===== src/rtl/dmem_arbiter_pkg.sv =====
// Shared definitions for the two-port data-memory arbiter: FSM states,
// port identifiers, default geometry and the round-robin pick.
package dmem_arbiter_pkg;

    localparam int DEF_AW    = 8;
    localparam int DEF_DW    = 8;
    localparam int NUM_PORTS = 2;

    localparam bit PORT_CPU = 1'b0;
    localparam bit PORT_DBG = 1'b1;

    typedef enum logic [1:0] {
        ST_ARB  = 2'd0,
        ST_MEM  = 2'd1,
        ST_RESP = 2'd2
    } state_e;

    // Lone requester wins outright; on contention the port not served last wins.
    function automatic logic pick_winner(input logic [NUM_PORTS-1:0] req, input logic last);
        if (req == 2'b11) return ~last;
        return req[1];
    endfunction

endpackage


===== src/rtl/dmem_arbiter_if.sv =====
// One requester port of the data-memory arbiter: req/gnt/rvalid handshake.
interface dmem_arbiter_if #(
    parameter int AW = 8,
    parameter int DW = 8
) ();
    logic          req;
    logic          we;
    logic [AW-1:0] addr;
    logic [DW-1:0] wdata;
    logic          gnt;
    logic          rvalid;
    logic [DW-1:0] rdata;

    modport master (output req, we, addr, wdata, input gnt, rvalid, rdata);
    modport slave  (input req, we, addr, wdata, output gnt, rvalid, rdata);
endinterface


===== src/rtl/dmem_arbiter_ram.sv =====
// Single-port synchronous RAM, one-cycle read, write-first; array is never reset.
module dmem_ram #(
    parameter int AW = 8,
    parameter int DW = 8
) (
    input  logic          clk,
    input  logic          en,
    input  logic          we,
    input  logic [AW-1:0] addr,
    input  logic [DW-1:0] wdata,
    output logic [DW-1:0] rdata
);
    logic [DW-1:0] mem [2**AW];

    always_ff @(posedge clk) begin
        if (en) begin
            if (we) begin
                mem[addr] <= wdata;
                rdata     <= wdata;
            end else begin
                rdata     <= mem[addr];
            end
        end
    end
endmodule


===== src/rtl/dmem_arbiter.sv =====
// Round-robin arbiter sharing one 2**AW x DW data RAM between the core (port 0)
// and the debug/loader port (port 1). ARB -> MEM -> (RESP) per access.
module dmem_arbiter
    import dmem_arbiter_pkg::*;
#(
    parameter int AW = DEF_AW,
    parameter int DW = DEF_DW
) (
    input  logic           clk,
    input  logic           rst_n,
    dmem_arbiter_if.slave  p0,
    dmem_arbiter_if.slave  p1,
    output logic           busy
);
    state_e                        state;
    logic                          last;
    logic                          win;
    logic                          lat_we;
    logic [AW-1:0]                 lat_addr;
    logic [DW-1:0]                 lat_wdata;
    logic [NUM_PORTS-1:0]          gnt_q;
    logic [NUM_PORTS-1:0]          rvalid_q;
    logic [NUM_PORTS-1:0][DW-1:0]  rdata_q;
    logic [DW-1:0]                 ram_q;

    logic [NUM_PORTS-1:0] req;
    logic                 nxt_win;
    logic                 sel_we;
    logic [AW-1:0]        sel_addr;
    logic [DW-1:0]        sel_wdata;

    assign req       = {p1.req, p0.req};
    assign nxt_win   = pick_winner(req, last);
    assign sel_we    = nxt_win ? p1.we    : p0.we;
    assign sel_addr  = nxt_win ? p1.addr  : p0.addr;
    assign sel_wdata = nxt_win ? p1.wdata : p0.wdata;

    always_ff @(posedge clk or negedge rst_n) begin
        if (!rst_n) begin
            state     <= ST_ARB;
            last      <= 1'b1;
            win       <= 1'b0;
            lat_we    <= 1'b0;
            lat_addr  <= '0;
            lat_wdata <= '0;
            gnt_q     <= '0;
            rvalid_q  <= '0;
            rdata_q   <= '0;
        end else begin
            gnt_q    <= '0;
            rvalid_q <= '0;
            case (state)
                ST_ARB: begin
                    if (|req) begin
                        win       <= nxt_win;
                        last      <= nxt_win;
                        lat_we    <= sel_we;
                        lat_addr  <= sel_addr;
                        lat_wdata <= sel_wdata;
                        state     <= ST_MEM;
                    end
                end
                ST_MEM: begin
                    gnt_q[win] <= 1'b1;
                    state      <= lat_we ? ST_ARB : ST_RESP;
                end
                ST_RESP: begin
                    // Only the winner's read-data register moves; the other holds.
                    rvalid_q[win] <= 1'b1;
                    rdata_q[win]  <= ram_q;
                    state         <= ST_ARB;
                end
                default: state <= ST_ARB;
            endcase
        end
    end

    dmem_ram #(.AW(AW), .DW(DW)) u_ram (
        .clk   (clk),
        .en    (state == ST_MEM),
        .we    (lat_we),
        .addr  (lat_addr),
        .wdata (lat_wdata),
        .rdata (ram_q)
    );

    assign p0.gnt    = gnt_q[PORT_CPU];
    assign p0.rvalid = rvalid_q[PORT_CPU];
    assign p0.rdata  = rdata_q[PORT_CPU];
    assign p1.gnt    = gnt_q[PORT_DBG];
    assign p1.rvalid = rvalid_q[PORT_DBG];
    assign p1.rdata  = rdata_q[PORT_DBG];
    assign busy      = (state != ST_ARB);

endmodule


===== src/flat_wrapper.sv =====
// flat-port wrapper written by rule: the top's interface ports become plain ports
module dmem_arbiter_flat import dmem_arbiter_pkg::*;
#(
    parameter int AW = DEF_AW,
    parameter int DW = DEF_DW
)
  (clk, rst_n, busy, p0_req, p0_we, p0_addr, p0_wdata, p0_gnt, p0_rvalid, p0_rdata, p1_req, p1_we, p1_addr, p1_wdata, p1_gnt, p1_rvalid, p1_rdata);
  dmem_arbiter_if #(.AW(AW), .DW(DW)) p0_i ();
  dmem_arbiter_if #(.AW(AW), .DW(DW)) p1_i ();
  input  logic clk;
  input  logic rst_n;
  output logic busy;
  input wire logic [$bits(p0_i.req)-1:0] p0_req;
  input wire logic [$bits(p0_i.we)-1:0] p0_we;
  input wire logic [$bits(p0_i.addr)-1:0] p0_addr;
  input wire logic [$bits(p0_i.wdata)-1:0] p0_wdata;
  output wire logic [$bits(p0_i.gnt)-1:0] p0_gnt;
  output wire logic [$bits(p0_i.rvalid)-1:0] p0_rvalid;
  output wire logic [$bits(p0_i.rdata)-1:0] p0_rdata;
  input wire logic [$bits(p1_i.req)-1:0] p1_req;
  input wire logic [$bits(p1_i.we)-1:0] p1_we;
  input wire logic [$bits(p1_i.addr)-1:0] p1_addr;
  input wire logic [$bits(p1_i.wdata)-1:0] p1_wdata;
  output wire logic [$bits(p1_i.gnt)-1:0] p1_gnt;
  output wire logic [$bits(p1_i.rvalid)-1:0] p1_rvalid;
  output wire logic [$bits(p1_i.rdata)-1:0] p1_rdata;
  assign p0_i.req = p0_req;
  assign p0_i.we = p0_we;
  assign p0_i.addr = p0_addr;
  assign p0_i.wdata = p0_wdata;
  assign p0_gnt = p0_i.gnt;
  assign p0_rvalid = p0_i.rvalid;
  assign p0_rdata = p0_i.rdata;
  assign p1_i.req = p1_req;
  assign p1_i.we = p1_we;
  assign p1_i.addr = p1_addr;
  assign p1_i.wdata = p1_wdata;
  assign p1_gnt = p1_i.gnt;
  assign p1_rvalid = p1_i.rvalid;
  assign p1_rdata = p1_i.rdata;
  dmem_arbiter #(.AW(AW), .DW(DW)) u_core (.clk(clk), .rst_n(rst_n), .p0(p0_i), .p1(p1_i), .busy(busy));
endmodule

===== config.mk =====
export PLATFORM = sky130hd
export DESIGN_NAME = dmem_arbiter_flat
export DESIGN_NICKNAME = d
export VERILOG_FILES = /design/src/rtl/dmem_arbiter_pkg.sv /design/src/rtl/dmem_arbiter_if.sv /design/src/rtl/dmem_arbiter_ram.sv /design/src/rtl/dmem_arbiter.sv /design/src/flat_wrapper.sv
export SDC_FILE = /design/constraint.sdc
export NUM_CORES = 2
export LEC_CHECK = 0
export ABC_AREA = 1
export BUFFER_PORTS_ARGS = -buffer_cell sky130_fd_sc_hd__buf_4
export CAP_MARGIN = 20
export CORE_ASPECT_RATIO = 2
export CORE_UTILIZATION = 40
export CTS_CLUSTER_DIAMETER = 40
export DETAILED_ROUTE_END_ITERATION = 12
export PLACE_DENSITY_LB_ADDON = 0.3
export SYNTH_ARGS = -nofsm -noshare
export SYNTH_HDL_FRONTEND = slang
export SYNTH_HIERARCHICAL = 1
export SYNTH_SLANG_ARGS = --single-unit

===== constraint.sdc =====
create_clock -name clk -period 5.23 [get_ports clk]
set_clock_uncertainty 0.15 [all_clocks]
set_input_delay 0.523 -clock clk [delete_from_list [all_inputs] [get_ports clk]]
set_output_delay 0.523 -clock clk [all_outputs]
set_load 0.02 [all_outputs]

## Word-level counts from Yosys, hierarchy flattened

Memory sizes are Yosys's and may differ from the RTL's. A register that Yosys moved wholly into a read port is not among the register bits.
Cells that the tools add are included.

| word-level totals | value |
|---|---|
| output and inout bits | 21 |
| logic and storage cells | 42 |
| memory bits (writable) | 2048 |
| register bits after elaboration | 41 |
| memories | 1 |

Memory list:

| memory | depth | bits a word | rd ports | clocked after Yosys merged registers in | wr ports | RTL line | RTL |
|---|---|---|---|---|---|---|---|
| u_core.u_ram.mem | 256 | 8 | 1 | 1 | 1 | dmem_arbiter_ram.sv:13 | `logic [DW-1:0] mem [2**AW];` |

| cells by class | value |
|---|---|
| order comparisons | 2 |
| mux-type cells | 19 |
| reduce and logical (&&, ||, !) cells | 5 |
| bitwise operators | 1 |
| eq/ne operators | 4 |

Operators with widths:

| operator | count |
|---|---|
| $mux 8 | 3 |
| $bwmux 16 | 1 |
| $demux 8 s1 | 1 |
| $mux 1 | 8 |
| $mux 2 | 4 |
| $eq 2x2->1 const B | 2 |
| $pmux 2 s2 | 1 |
| $eq 2x1->1 const B | 1 |
| $logic_not 2->1 | 1 |
| $lt 1x2->1 const B | 1 |
| $ne 2x1->1 const B | 1 |
| $reduce_and 2->1 | 1 |
| $reduce_bool 2->1 | 1 |
| $reduce_or 2->1 | 1 |
| $demux 1 s1 | 1 |
| $ge 1x1->1 const B | 1 |
| $logic_and 1x1->1 | 1 |
| $not 1->1 | 1 |

## Depth between registers and ports, before layout

| logic depth | value |
|---|---|
| depth after elaboration | 5 |
| mapped depth | 19 |
| mapped depth without buffers | 15 |

## Hierarchy

The synthesis kept the hierarchy.

Modules (own cells, without submodules):

| module | area each (µm²) | seq. area each (µm²) | cells each | instances |
|---|---|---|---|---|
| dmem_ram | 84307.1 | 61739.2 | 7799 | 1 |
| dmem_arbiter | 1884.3 | 1027.2 | 231 | 1 |

## Least setup slack after synthesis

OpenSTA, ideal clock, no wires.

| timing path | value |
|---|---|
| path kind | register to register |
| start | reg u_core.lat_wdata[0] |
| end | mem u_core.u_ram.mem[0][0], data pin |
| setup time | 0.807 ns |
| cell stages (with the launch flop) | 1 |
| arrival time | 3.198 ns |
| slack | 1.075 ns |
| data required time | 4.273 ns |
| path through | dfrtp_1 |

RTL lines:

| what | RTL line | RTL |
|---|---|---|
| start, declared | dmem_arbiter.sv:20 | `logic [DW-1:0] lat_wdata;` |
| start signal, assigned | dmem_arbiter.sv:59 | `lat_wdata <= sel_wdata;` |
| end, declared | dmem_arbiter_ram.sv:13 |  |

Straight into the memory's write port.

==> out/results.tsv <==
metric	value	unit
status	complete, no violations	
wl	253.7	mm
viasPerCell	5.269	
ys_seq_area_share	72.82	%
place_area	89720	um2
post-route-period-util	81.68	%
cts_tree	built	
ys_warn_count	6	
crit_end	u_core/u_ram/rdata[2]$_DFFE_PP_	
cpPeakStageDelay	0.68	ns
die-height	658.5	um
drc	0	
grt_pass1_wl	370.3	mm
async_flop_share	1.955	%
period_needed	4.272	ns
synth_edf_count	2056	
dr_total_vias	57670	
rsz0062_at_grt	no	
p_per_area	570.5	nW/um2
cts_root_buf	clkbuf_16	
ir_worst_vdd	0.0005626	V
slowest_stage	dfrtp_4	
cts_buffer_depth	4	
cp.required	5.76	ns
fmax	0.2341	GHz
setup_ws	0.9582	ns
synthCells	8030	
drive_gt1_share	5.785	%
io_pins	59	
first_iter_violations	5149	
cp-end-kind	flip-flop	
worstMarginPinSlew	1.161	ns
reg2reg_to	u_core/u_ram/rdata[2]$_DFFE_PP_	
r2r-start	u_core/lat_addr[0]$_DFFE_PN0P_	
dieArea	217500	um2
rows	240	
synth-main-ff-cell	edfxtp_1	
maxCapViolCount	0	
crit_top_cell	nand2_1	
syn_nets	8068	
die_w	330.2	um
antenna_found_initial	3	
p_leak	36.85	nW
crit_path_start	u_core/lat_addr[0]$_DFFE_PN0P_	
slew_viol_final	0	
final_cell_area	95700	um2
dp_hpwl	150.2	mm
post_cts_buffers	0	
ff2ff_setup_slack	0.96	ns
syn_area	86190	um2
grt_use_total	23.11	%
clk-insertion-delay-late	0.84	ns
finalSetupViolCount	0	
cp.arrival	4.81	ns
syn_area_per_cell	10.73	um2
nets	8067	
coreArea	213800	um2
maxSlewHeadroom	22.40	%
path_class	reg -> reg	
hold_viol	0	
clk_pin_slew_worst_paths	0.07	ns
h-tree-depth	4	
ant_nets	0	
n_fill_cell	19520	
hp-class	in -> async	
place_congestion	0.8837	
avgRoutedWirePerCell	23.18	um
syn_to_final_growth	11.03	%
dpl_worst_slack	1.047	ns
start_util	40.31	%
start_kind	flip-flop	
cts_sinks	2097	
synth.distinct_cells	24	
grt_pass1_vias	56960	
tns	0	ns
io_buffers	58	
firstDrtPassIters	6	
grt_max_degree	169	
synth_seq_cells	2097	
cts_made_buffers	179	
path_cells	inv_8 -> buf_4 -> buf_4 -> nand2_1 -> nand2_1 -> nand2_1 -> nand3_1 -> nand2_1 -> nand2_1 -> o21ai_0 -> nand2_1 -> nor2_1 -> nor2_1 -> nor2_1 -> a21oi_1	
cp_max_fo	60	
r2r_cells	15	
overflow	0	
==> metrics by stage <==
stage | hold WS [ns] | utilization, % | cells | total power [mW]
2_1_floorplan | 0.07741 | - | 8030 | 33.51
3_5_place_dp | 0.2992 | 41.96 | 10590 | 41.46
3_3_place_gp | 0.2979 | 41.96 | 10590 | 41.32
5_1_grt | 0.1240 | 44.76 | 10940 | 56.76
4_1_cts | 0.04322 | 44.76 | 10940 | 54.64
6_report | 0.06107 | 44.76 | 10950 | 54.59
==> cells in the final DEF (no fill, tap or decap), types with 14 or more instances in the layout <==
cell,count
a21oi_1,82
buf_12,38
buf_4,158
bufinv_16,14
clkbuf_1,26
clkbuf_16,184
clkinv_1,39
clkinv_2,31
dfrtp_1,30
dlygate4sd3_1,37
edfxtp_1,2056
inv_1,83
nand2_1,4361
nand3_1,200
nand4_1,60
nor2_1,591
o21ai_0,58
o21ai_1,51
==> what timing repair did <==
item	in CTS	in global routing
hold buffers	37	0
resized for setup	0	0
hold endpoints to repair	61	0
==> worst max-delay path: cells and delay by family, from the launching register on <==
family                 cells  cell delay, ns
DFF                        1            0.68
and+or+nand+nor           10            1.39
buffers and inverters      3            1.50
AOI/OAI and AO/OA          2            0.29
==> cells by family after synthesis <==
kind of cell    after synthesis  share of synthesized area [%]
buf+inv                     505                          2.720
compound gates              203                          1.214
simple gates               5225                          23.24
flops                      2097                          72.82
==> layout make-up <==
type                    instances  area, um2  share of cell area, %
well taps                    2783       3482                  3.639
diodes                          4      10.01                0.01046
multi-input cells            5428      21120                  22.07
clock buffers                 213       4743                  4.956
inverters                      90      365.4                 0.3818
repair buffers                233       2317                  2.421
flip-flops and latches       2097      62800                  65.63
clock inverters                98      857.1                 0.8956
==> layer usage <==
metal / vias to the layer above / GRT usage, % / wire length (um)
li1: 26430 / - / -
met1: 28340 / 25.84 / 89400
met2: 2250 / 41.23 / 130900
met3: 651 / 2.494 / 14900
met4: 2 / 15.16 / 18460
met5: - / 0 / 7
==> flip-flops by register name (all words and copies together), names as in the netlist <==
register / flops
u_core/win: 1
u_core/u_ram/rdata: 8
u_core/rvalid_q: 2
u_core/u_ram/mem: 2048
u_core/p1.rdata: 8
u_core/lat_we: 1
u_core/gnt_q: 2
u_core/last: 1
u_core/lat_addr: 8
u_core/p0.rdata: 8
u_core/lat_wdata: 8
u_core/state: 2
==> worst min-delay path by stage <==
stage,start,slack [ns],end,cells after the start
floorplan,rst_n,0.08,u_core/gnt_q[0]$_DFF_PN0_,0
global placement,u_core/win$_DFFE_PN0P_,0.30,u_core/gnt_q[0]$_DFF_PN0_,1
detailed placement,u_core/win$_DFFE_PN0P_,0.30,u_core/gnt_q[0]$_DFF_PN0_,1
CTS,rst_n,0.04,u_core/rvalid_q[0]$_DFF_PN0_,2
global route,rst_n,0.12,u_core/p1.rdata[3]$_DFFE_PN0P_,2
finish,rst_n,0.06,u_core/p1.rdata[3]$_DFFE_PN0P_,2
==> where the power goes <==
group	switching [mW]	internal (mW)	leakage, nW
sequential	0.987	21.2	19.1
clock	6.06	7.17	2.75
combinational	14.8	4.39	15.0
==> cell usage after synthesis (6+ instances only) <==
| cell type | count | area share [%] |
|---|---|---|
| nor2_1 | 596 | 2.6 |
| buf_6 | 10 | 0.13 |
| nand3_1 | 200 | 1.2 |
| buf_1 | 19 | 0.083 |
| o21ai_0 | 58 | 0.34 |
| edfxtp_1 | 2056 | 72 |
| a22oi_1 | 12 | 0.10 |
| a21oi_1 | 82 | 0.48 |
| nand4_1 | 60 | 0.44 |
| inv_2 | 6 | 0.026 |
| inv_1 | 84 | 0.37 |
| buf_2 | 260 | 1.5 |
| o21ai_1 | 51 | 0.30 |
| nand2_1 | 4362 | 19 |
| clkbuf_1 | 118 | 0.51 |
| buf_4 | 6 | 0.052 |
| dfrtp_1 | 40 | 1.2 |
Note: power is estimated with default switching activity, not from simulation.
